==> config.mk <==
export PLATFORM = sky130hd
export DESIGN_NAME = alu_issue
export DESIGN_NICKNAME = d
export VERILOG_FILES = /design/src/rtl/alu_pkg.sv /design/src/rtl/alu_decode.sv /design/src/rtl/alu_issue.sv
export SDC_FILE = /design/constraint.sdc
export NUM_CORES = 1
export LEC_CHECK = 0
export CAP_MARGIN = 0
export CORE_MARGIN = 1
export CORE_UTILIZATION = 50
export DETAILED_ROUTE_END_ITERATION = 8
export PLACE_DENSITY = 0.85
export SLEW_MARGIN = 20
export SYNTH_ARGS = -nofsm -noshare
export SYNTH_HDL_FRONTEND = slang
export SYNTH_SLANG_ARGS = --single-unit
==> constraint.sdc <==
create_clock -name clk -period 6.4 [get_ports clk]
set_clock_uncertainty 0.15 [all_clocks]
set_input_delay 1.92 -clock clk [delete_from_list [all_inputs] [get_ports clk]]
set_output_delay 1.92 -clock clk [all_outputs]
set_load 0.01 [all_outputs]
==> src/rtl/alu_pkg.sv <==
// Shared definitions for the issue stage and the execute-stage ALU:
// op codes, instruction kinds, RV32I opcodes and the buffered entry layout.
`timescale 1ns/1ps
package alu_pkg;

    typedef enum logic [3:0] {
        ALU_ADD  = 4'd0,
        ALU_SUB  = 4'd1,
        ALU_AND  = 4'd2,
        ALU_OR   = 4'd3,
        ALU_XOR  = 4'd4,
        ALU_SLL  = 4'd5,
        ALU_SRL  = 4'd6,
        ALU_SRA  = 4'd7,
        ALU_SLT  = 4'd8,
        ALU_SLTU = 4'd9
    } alu_ctrl_e;

    typedef enum logic [2:0] {
        KIND_ALU    = 3'd0,
        KIND_LOAD   = 3'd1,
        KIND_STORE  = 3'd2,
        KIND_BRANCH = 3'd3,
        KIND_JUMP   = 3'd4
    } kind_e;

    localparam logic [6:0] OPC_OP     = 7'b0110011;
    localparam logic [6:0] OPC_OPIMM  = 7'b0010011;
    localparam logic [6:0] OPC_LOAD   = 7'b0000011;
    localparam logic [6:0] OPC_STORE  = 7'b0100011;
    localparam logic [6:0] OPC_BRANCH = 7'b1100011;
    localparam logic [6:0] OPC_JAL    = 7'b1101111;
    localparam logic [6:0] OPC_JALR   = 7'b1100111;
    localparam logic [6:0] OPC_LUI    = 7'b0110111;
    localparam logic [6:0] OPC_AUIPC  = 7'b0010111;

    localparam int ISSUE_DEPTH = 2;

    typedef struct packed {
        alu_ctrl_e   alu_ctrl;
        kind_e       kind;
        logic        illegal;
        logic [31:0] a;
        logic [31:0] b;
        logic [31:0] imm;
        logic [31:0] pc;
        logic [4:0]  rd;
        logic        reg_write;
        logic [2:0]  funct3;
    } entry_t;

    // Register/immediate arithmetic mapping; alt is instr[30], SUB only exists for register form.
    function automatic alu_ctrl_e arith_ctrl(input logic [2:0] f3, input logic alt,
                                             input logic allow_sub);
        alu_ctrl_e c;
        case (f3)
            3'b000:  c = (alt && allow_sub) ? ALU_SUB : ALU_ADD;
            3'b001:  c = ALU_SLL;
            3'b010:  c = ALU_SLT;
            3'b011:  c = ALU_SLTU;
            3'b100:  c = ALU_XOR;
            3'b101:  c = alt ? ALU_SRA : ALU_SRL;
            3'b110:  c = ALU_OR;
            default: c = ALU_AND;
        endcase
        return c;
    endfunction

endpackage

==> src/rtl/alu_decode.sv <==
// Combinational RV32I decode of one instruction into an issue-buffer entry.
`timescale 1ns/1ps
module alu_decode
    import alu_pkg::*;
(
    input  logic [31:0] i_instr,
    input  logic [31:0] i_pc,
    input  logic [31:0] i_rs1,
    input  logic [31:0] i_rs2,
    output entry_t      o_entry
);

    logic [6:0]  w_opcode;
    logic [2:0]  w_f3;
    logic [31:0] w_imm_i;
    logic [31:0] w_imm_s;
    logic [31:0] w_imm_b;
    logic [31:0] w_imm_u;
    logic [31:0] w_imm_j;
    entry_t      w_entry;

    assign w_opcode = i_instr[6:0];
    assign w_f3     = i_instr[14:12];
    assign w_imm_i  = {{20{i_instr[31]}}, i_instr[31:20]};
    assign w_imm_s  = {{20{i_instr[31]}}, i_instr[31:25], i_instr[11:7]};
    assign w_imm_b  = {{20{i_instr[31]}}, i_instr[7], i_instr[30:25], i_instr[11:8], 1'b0};
    assign w_imm_u  = {i_instr[31:12], 12'h000};
    assign w_imm_j  = {{12{i_instr[31]}}, i_instr[19:12], i_instr[20], i_instr[30:21], 1'b0};

    always_comb begin
        w_entry          = '0;
        w_entry.alu_ctrl = ALU_ADD;
        w_entry.kind     = KIND_ALU;
        w_entry.pc       = i_pc;
        w_entry.rd       = i_instr[11:7];
        w_entry.funct3   = w_f3;
        case (w_opcode)
            OPC_OP: begin
                w_entry.alu_ctrl  = arith_ctrl(w_f3, i_instr[30], 1'b1);
                w_entry.a         = i_rs1;
                w_entry.b         = i_rs2;
                w_entry.reg_write = 1'b1;
            end
            OPC_OPIMM: begin
                w_entry.alu_ctrl  = arith_ctrl(w_f3, i_instr[30], 1'b0);
                w_entry.a         = i_rs1;
                w_entry.b         = w_imm_i;
                w_entry.imm       = w_imm_i;
                w_entry.reg_write = 1'b1;
                if ((w_f3 == 3'b001 || w_f3 == 3'b101) &&
                    i_instr[31:25] != 7'b0000000 && i_instr[31:25] != 7'b0100000)
                    w_entry.illegal = 1'b1;
            end
            OPC_LOAD: begin
                w_entry.kind      = KIND_LOAD;
                w_entry.a         = i_rs1;
                w_entry.b         = w_imm_i;
                w_entry.imm       = w_imm_i;
                w_entry.reg_write = 1'b1;
            end
            OPC_STORE: begin
                w_entry.kind = KIND_STORE;
                w_entry.a    = i_rs1;
                w_entry.b    = w_imm_s;
                w_entry.imm  = w_imm_s;
            end
            OPC_BRANCH: begin
                w_entry.kind = KIND_BRANCH;
                w_entry.a    = i_rs1;
                w_entry.b    = i_rs2;
                w_entry.imm  = w_imm_b;
                case (w_f3[2:1])
                    2'b00:   w_entry.alu_ctrl = ALU_SUB;
                    2'b10:   w_entry.alu_ctrl = ALU_SLT;
                    2'b11:   w_entry.alu_ctrl = ALU_SLTU;
                    default: w_entry.illegal  = 1'b1;
                endcase
            end
            OPC_JAL, OPC_JALR: begin
                w_entry.kind      = KIND_JUMP;
                w_entry.a         = i_pc;
                w_entry.b         = 32'd4;
                w_entry.imm       = (w_opcode == OPC_JAL) ? w_imm_j : w_imm_i;
                w_entry.reg_write = 1'b1;
            end
            OPC_LUI, OPC_AUIPC: begin
                w_entry.a         = (w_opcode == OPC_AUIPC) ? i_pc : 32'd0;
                w_entry.b         = w_imm_u;
                w_entry.imm       = w_imm_u;
                w_entry.reg_write = 1'b1;
            end
            default: w_entry.illegal = 1'b1;
        endcase
        // Writes to x0 and anything undecodable never reach the register file.
        if (w_entry.illegal || w_entry.rd == 5'd0)
            w_entry.reg_write = 1'b0;
    end

    assign o_entry = w_entry;

endmodule

==> src/rtl/alu_issue.sv <==
// ID->EX issue stage: decodes each accepted instruction and holds it in a
// 2-entry FIFO skid buffer with a registered in_ready.
`timescale 1ns/1ps
module alu_issue
    import alu_pkg::*;
(
    input  logic        clk,
    input  logic        rst_n,
    input  logic        flush,
    input  logic        in_valid,
    output logic        in_ready,
    input  logic [31:0] in_instr,
    input  logic [31:0] in_pc,
    input  logic [31:0] in_rs1,
    input  logic [31:0] in_rs2,
    output logic        out_valid,
    input  logic        out_ready,
    output logic [31:0] out_a,
    output logic [31:0] out_b,
    output logic [3:0]  out_alu_ctrl,
    output logic [31:0] out_imm,
    output logic [31:0] out_pc,
    output logic [4:0]  out_rd,
    output logic        out_reg_write,
    output logic [2:0]  out_funct3,
    output logic [2:0]  out_kind,
    output logic        out_illegal
);

    entry_t     w_dec;
    entry_t     w_head;
    entry_t     r_mem [ISSUE_DEPTH];
    logic       r_wptr;
    logic       r_rptr;
    logic [1:0] r_count;
    logic       r_in_ready;
    logic       w_push;
    logic       w_pop;
    logic [1:0] w_count_next;

    alu_decode u_decode (
        .i_instr (in_instr),
        .i_pc    (in_pc),
        .i_rs1   (in_rs1),
        .i_rs2   (in_rs2),
        .o_entry (w_dec)
    );

    assign w_push       = in_valid && r_in_ready;
    assign w_pop        = out_valid && out_ready;
    assign w_count_next = r_count + {1'b0, w_push} - {1'b0, w_pop};

    // Flush wins over any push or pop in the same cycle; stored data is left stale.
    always_ff @(posedge clk or negedge rst_n) begin
        if (!rst_n) begin
            r_count    <= 2'd0;
            r_wptr     <= 1'b0;
            r_rptr     <= 1'b0;
            r_in_ready <= 1'b1;
            r_mem[0]   <= '0;
            r_mem[1]   <= '0;
        end else if (flush) begin
            r_count    <= 2'd0;
            r_wptr     <= 1'b0;
            r_rptr     <= 1'b0;
            r_in_ready <= 1'b1;
        end else begin
            if (w_push) begin
                r_mem[r_wptr] <= w_dec;
                r_wptr        <= ~r_wptr;
            end
            if (w_pop)
                r_rptr <= ~r_rptr;
            r_count    <= w_count_next;
            r_in_ready <= (w_count_next < 2'd2);
        end
    end

    assign w_head        = r_mem[r_rptr];
    assign in_ready      = r_in_ready;
    assign out_valid     = (r_count != 2'd0);
    assign out_a         = w_head.a;
    assign out_b         = w_head.b;
    assign out_alu_ctrl  = w_head.alu_ctrl;
    assign out_imm       = w_head.imm;
    assign out_pc        = w_head.pc;
    assign out_rd        = w_head.rd;
    assign out_reg_write = w_head.reg_write;
    assign out_funct3    = w_head.funct3;
    assign out_kind      = w_head.kind;
    assign out_illegal   = w_head.illegal;

endmodule
=== Word level (Yosys, flattened, before mapping) ===
Index checks and enable logic that the tools add are counted.

* Add/subtract/negate cells: 2
* Order comparisons: 4
* Equal/unequal tests: 18
* Muxes and demuxes: 28
* Bitwise logic cells: 5
* Reduce and logical (&&, ||, !) cells: 22

{| class="wikitable"
|+ Operator list
! kind !! count
|-
| 2-to-1 mux 145 bit || 4
|-
| one-hot mux 64 bit (5 select lines) || 1
|-
| bitwise mux 290 bit || 1
|-
| one-hot mux 32 bit (5 select lines) || 1
|-
| demux 145 bit (select 1 bit) || 1
|-
| one-hot mux 4 bit (7 select lines) || 2
|-
| 2-to-1 mux 32 bit || 1
|-
| one-hot mux 4 bit (3 select lines) || 2
|-
| equality test 7 x 6 -> 1 bit, second input constant || 3
|-
| equality test 7 bit, second input constant || 3
|-
| 2-to-1 mux 20 bit || 1
|-
| equality test 7 x 5 -> 1 bit, second input constant || 2
|-
| OR reduction 7 bit || 2
|-
| one-hot mux 3 bit (4 select lines) || 1
|-
| 2-to-1 mux 1 bit || 11
|-
| equality test 3 bit, second input constant || 3
|-
| OR reduction 2 bit || 4
|-
| equality test 7 x 2 -> 1 bit, second input constant || 1
|-
| inequality test 7 x 6 -> 1 bit, second input constant || 1
|-
| nonzero test 7 bit || 1
|-
| equality test 3 x 2 -> 1 bit, second input constant || 2
|-
| nonzero test 2 bit || 3
|-
| logical AND 1 bit || 5
|-
| zero test 5 bit || 1
|-
| other kinds (16) || 22
|}

* Register bits after elaboration: 295
* Input bits: 133
* Logic and storage cells: 103

=== Longest topological paths before layout ===
* Word-level depth: 9
* Mapped depth: 9

=== Cells and area by module ===
A second synthesis with hierarchy kept.

* Cells, all modules: 1046
* Area, all modules: 14808.0 µm²

{| class="wikitable"
|+ Modules (own cells, without submodules)
! module !! instances !! cells each !! area an instance (µm²) !! sequential area each (µm²)
|-
| alu_issue || 1 || 798 || 12996.2 || 7383.3
|-
| alu_decode || 1 || 248 || 1811.7 || 0.0
|}

=== Least setup slack after synthesis ===
OpenSTA, ideal clock, no wires.

* Path type: input-to-reg
* Start: input flush
* End: register r_mem[202] in the netlist's numbering
* Library setup time: 0.126 ns
* Arrival time: 3.191 ns
* Required time: 6.124 ns
* Setup slack: 2.933 ns
* Stages: 6
* Path buffers: 4
* Path through: clkbuf_1 -> or3_1 -> buf_6 -> buf_6 -> buf_6 -> a221o_1

* Longest elaborated chain between the ends: 2

{| class="wikitable"
|+ Ends and longest elaborated chain
! what !! line !! source
|-
| start, declared || alu_issue.sv:9 || <nowiki>input logic flush,</nowiki>
|-
| inverter 1 bit (no source line) || n/a ||
|-
| AND reduction 2 bit (no source line) || n/a ||
|-
| end signal, assigned by index || alu_issue.sv:69 || <nowiki>r_mem[r_wptr] <= w_dec;</nowiki>
|-
| end, declared || alu_issue.sv:32 || <nowiki>entry_t r_mem [ISSUE_DEPTH];</nowiki>
|}

Every way passes these cells.
A chain may end at the register's enable or synchronous reset.

=== Worst setup path after layout ===
* Start: register r_rptr
* End: output out_alu_ctrl[0]

* Longest elaborated chain between the ends: 4

{| class="wikitable"
|+ Ends and longest elaborated chain
! what !! line !! source
|-
| start, declared || alu_issue.sv:34 || <nowiki>logic r_rptr;</nowiki>
|-
| start signal, assigned || alu_issue.sv:73 || <nowiki>r_rptr <= ~r_rptr;</nowiki>
|-
| inverter 1 -> 2 bit (implied by the code) || alu_issue.sv:79 || <nowiki>assign w_head = r_mem[r_rptr];</nowiki>
|-
| 2-to-1 mux 145 bit (implied by the code) (3 in a row) || alu_issue.sv:79 ||
|-
| end, declared || alu_issue.sv:20 || <nowiki>output logic [3:0] out_alu_ctrl,</nowiki>
|}

Every way passes these cells. The select of a mux whose other input is x is not followed.

==> results.md <==
* Status: complete, no violations
* Commonest non-fill, non-tap cell in the layout: nand2_1
* Routed Antenna Nets at 0
* Wire per inst at 20.0 um
* Share of cells above drive strength 1 at 0.165
* Clock Latency Late Sink at 0.56 ns
* Post-CTS sizing at 0
* Drt first pass iters at 6
* WP data required at 4.33 ns
* Fin. Hold Viols at 0
* Root Buffer: clkbuf_16
* CTS Hold Bufs at 0
* Synth area leader: dfrtp_1
* Mapped Nets at 1,532
* Avg Inst Size Synth at 10.1 um2
* Die area at 28,800 um2
* Multi-input logic area at 6180 um2
* Detailed placer's ending HPWL at 26,500 um
* Setup crit start kind: register
* Reg2reg end: r_mem[207]$_DFFE_PN0P_
* Clock-pin slew on the worst setup and hold paths at 0.06 ns
* Fmax at 200 MHz
* Worst vdd ir at 0.000274 V
* Cell Area, Synth at 14,000 um2
* Power per cell area at 353 nW/um2
* # IOs at 280
* Metal-1 WL at 16,500 um
* Setup CP Type: register to primary output
* Starting DRC count in detailed routing at 1,118
* Number of post-CTS setup repair buffers at 0
* Initial antenna violation count at 3
* Register bit total from synthesis at 295
* Final Util at 0.662
* Reg-to-reg slack, setup at 3.62 ns
* Total wire length at 40,200 um
* WL met2 at 18,900 um
* Proportion of synthesized flip-flops having asynchronous set or reset at 1.00
* Pin count of the biggest net entering global routing at 141
* Total number of vias at 11.7k
* Total CTS buffers at 31
* Largest stage delay, worst path at 0.99 ns
* DRC viols at 0
* Crit path max fanout at 54
* Top layer in use: met5
* Most frequent cells in the layout: nand2_1, dfrtp_1, clkdlybuf4s50_1
* CP cell instances: buf_4, mux2_2, clkdlybuf4s50_1
* Worst reg-to-reg path cell count at 4
* Register area share after synthesis at 0.526
* Fin nets at 1,757
* Final Setup Violations at 0
* Hold Path Cell Cnt at 2
* CTS sink count at 295
* Hold Path Class: register to register
* Setup tns final at 0 ns
* Via density at 5.78
* Bufs on Longest Clock Path at 3
* Cell Rows at 60
* Worst Setup End Kind: primary output
* Leak at 7.85 nW
* Share of the synthesized area in the top cell type at 0.524
* Hold_sp: r_mem[153]$_DFFE_PN0P_
* Core Area at 27,300 um2
* GRT overflow at 0
* Top_reg_cell synth: dfrtp_1
* Main area contributors after synthesis: dfrtp_1, mux2_2, nand2_1, o21ai_0, o21ai_1
* Unique masters post-synth at 63
* Routability congestion estimate at 0.881
* Yosys warnings at 0
* MaxCap Viol Count at 0
* Vias in the first global route at 11.8k
* Starting density of the core at 0.515
* Fillers at 2,032
* First-pass GRT wire length at 63,900 um
* Sequential Area at 7390 um2
* CTS H-Tree Depth at 1
* Die W at 170 um
* Min-Delay Endpoint: r_mem[153]$_DFFE_PN0P_
* TritonCTS clock tree: built
* CP max stage cell: dfrtp_4
* RSZ-0062 raised after global routing: no
* Worst Tran Pin Value at 1.02 ns
* All-Layer GR Usage at 0.284
* WL met3 at 3180 um
* EDFF count, synth at 0
* Critical path arrival at 2.93 ns
* Slew HR at 0.322
* Post-layout min period at 5.00 ns
* Count of pins over their slew limit at 0
* Syn Inst Count at 1,394
* Die Ht at 170 um
* Port buffer count at 279
* Synthesis-to-layout area growth at 28.5%
* RR Startpoint: in_ready$_DFF_PN1_
* Final period util at 0.782
report_power, final:
group	internal (mW)	leakage (nW)	total, mW	switching [mW]
sequential	2.29	3.92	2.56	0.274
clock	1.06	0.502	1.78	0.718
combinational	1.04	3.43	2.02	0.980
total	4.39	7.85	6.36	1.97
Yosys cell counts (6+ instances only):
cell type	instances
a21oi_1	33
a221o_1	16
a221oi_1	7
a221oi_2	12
a22oi_1	23
a22oi_2	19
a32oi_1	6
buf_1	11
buf_2	19
buf_6	8
clkbuf_1	62
dfrtp_1	294
mux2_2	145
nand2_1	434
nor2_1	35
o21ai_0	104
o21ai_1	60
o31ai_1	14
area by class of cell:
type	count	share of cell area
inverter	5	0.00104
sequential	295	0.409
clock buffer	47	0.0507
multi-input combinational	989	0.342
clock inverter	8	0.00561
tap	372	0.0258
timing repair buffer	297	0.165
antenna	1	0.000139
cells by family after synthesis:
| family | count (synthesis) | share of synthesized area |
|---|---|---|
| AO/OA/AOI/OAI | 316 | 0.156 |
| XOR/XNOR | 5 | 0.00312 |
| adder cells (fa/ha/maj) | 5 | 0.00445 |
| buffers and inverters | 110 | 0.0367 |
| flip-flops | 295 | 0.526 |
| multiplexers | 150 | 0.120 |
| AND/OR/NAND/NOR | 513 | 0.154 |
worst max-delay path by stage:
| stage | from | endpoint | slack, ns | cells after the start |
|---|---|---|---|---|
| after floorplan | flush | r_mem[202]$_DFFE_PN0P_ | 2.93 | 6 |
| after global placement | in_instr[5] | r_mem[105]$_DFFE_PN0P_ | 1.62 | 6 |
| after detailed placement | in_instr[5] | r_mem[263]$_DFFE_PN0P_ | 1.52 | 6 |
| after CTS | r_rptr$_DFFE_PN0P_ | out_alu_ctrl[0] | 1.38 | 3 |
| after global routing | r_rptr$_DFFE_PN0P_ | out_alu_ctrl[2] | 1.31 | 3 |
| final | r_rptr$_DFFE_PN0P_ | out_alu_ctrl[0] | 1.40 | 3 |
flip-flops by register name, indices dropped and copies added (netlist names):
register,count
r_wptr,1
r_count,2
r_rptr,1
r_mem,290
in_ready,1
layer usage:
layer,vias up,track usage
met5,-,0
met4,2,0.122
met3,110,0.0520
met2,546,0.453
met1,5711,0.379
li1,5281,-
metrics by stage:
step | total power [mW] | setup slack, ns | cells | area, um2 | hold slack [ns]
6_report | 6.36 | 1.40 | 2014 | 18100 | 0.318
2_1_floorplan | 3.61 | 2.93 | 1394 | 14000 | 0.290
3_5_place_dp | 4.60 | 1.52 | 1958 | 17000 | 0.307
3_3_place_gp | 4.54 | 1.62 | 1958 | 17000 | 0.302
4_1_cts | 6.41 | 1.38 | 2013 | 18000 | 0.323
5_1_grt | 6.70 | 1.31 | 2014 | 18100 | 0.335
worst max-delay path: cells and delay by family (launching register included):
kind,cells,cell delay [ns]
buf+inv,2,0.94
mux,1,0.40
flops,1,0.99
(Power assumes the default switching activity.)
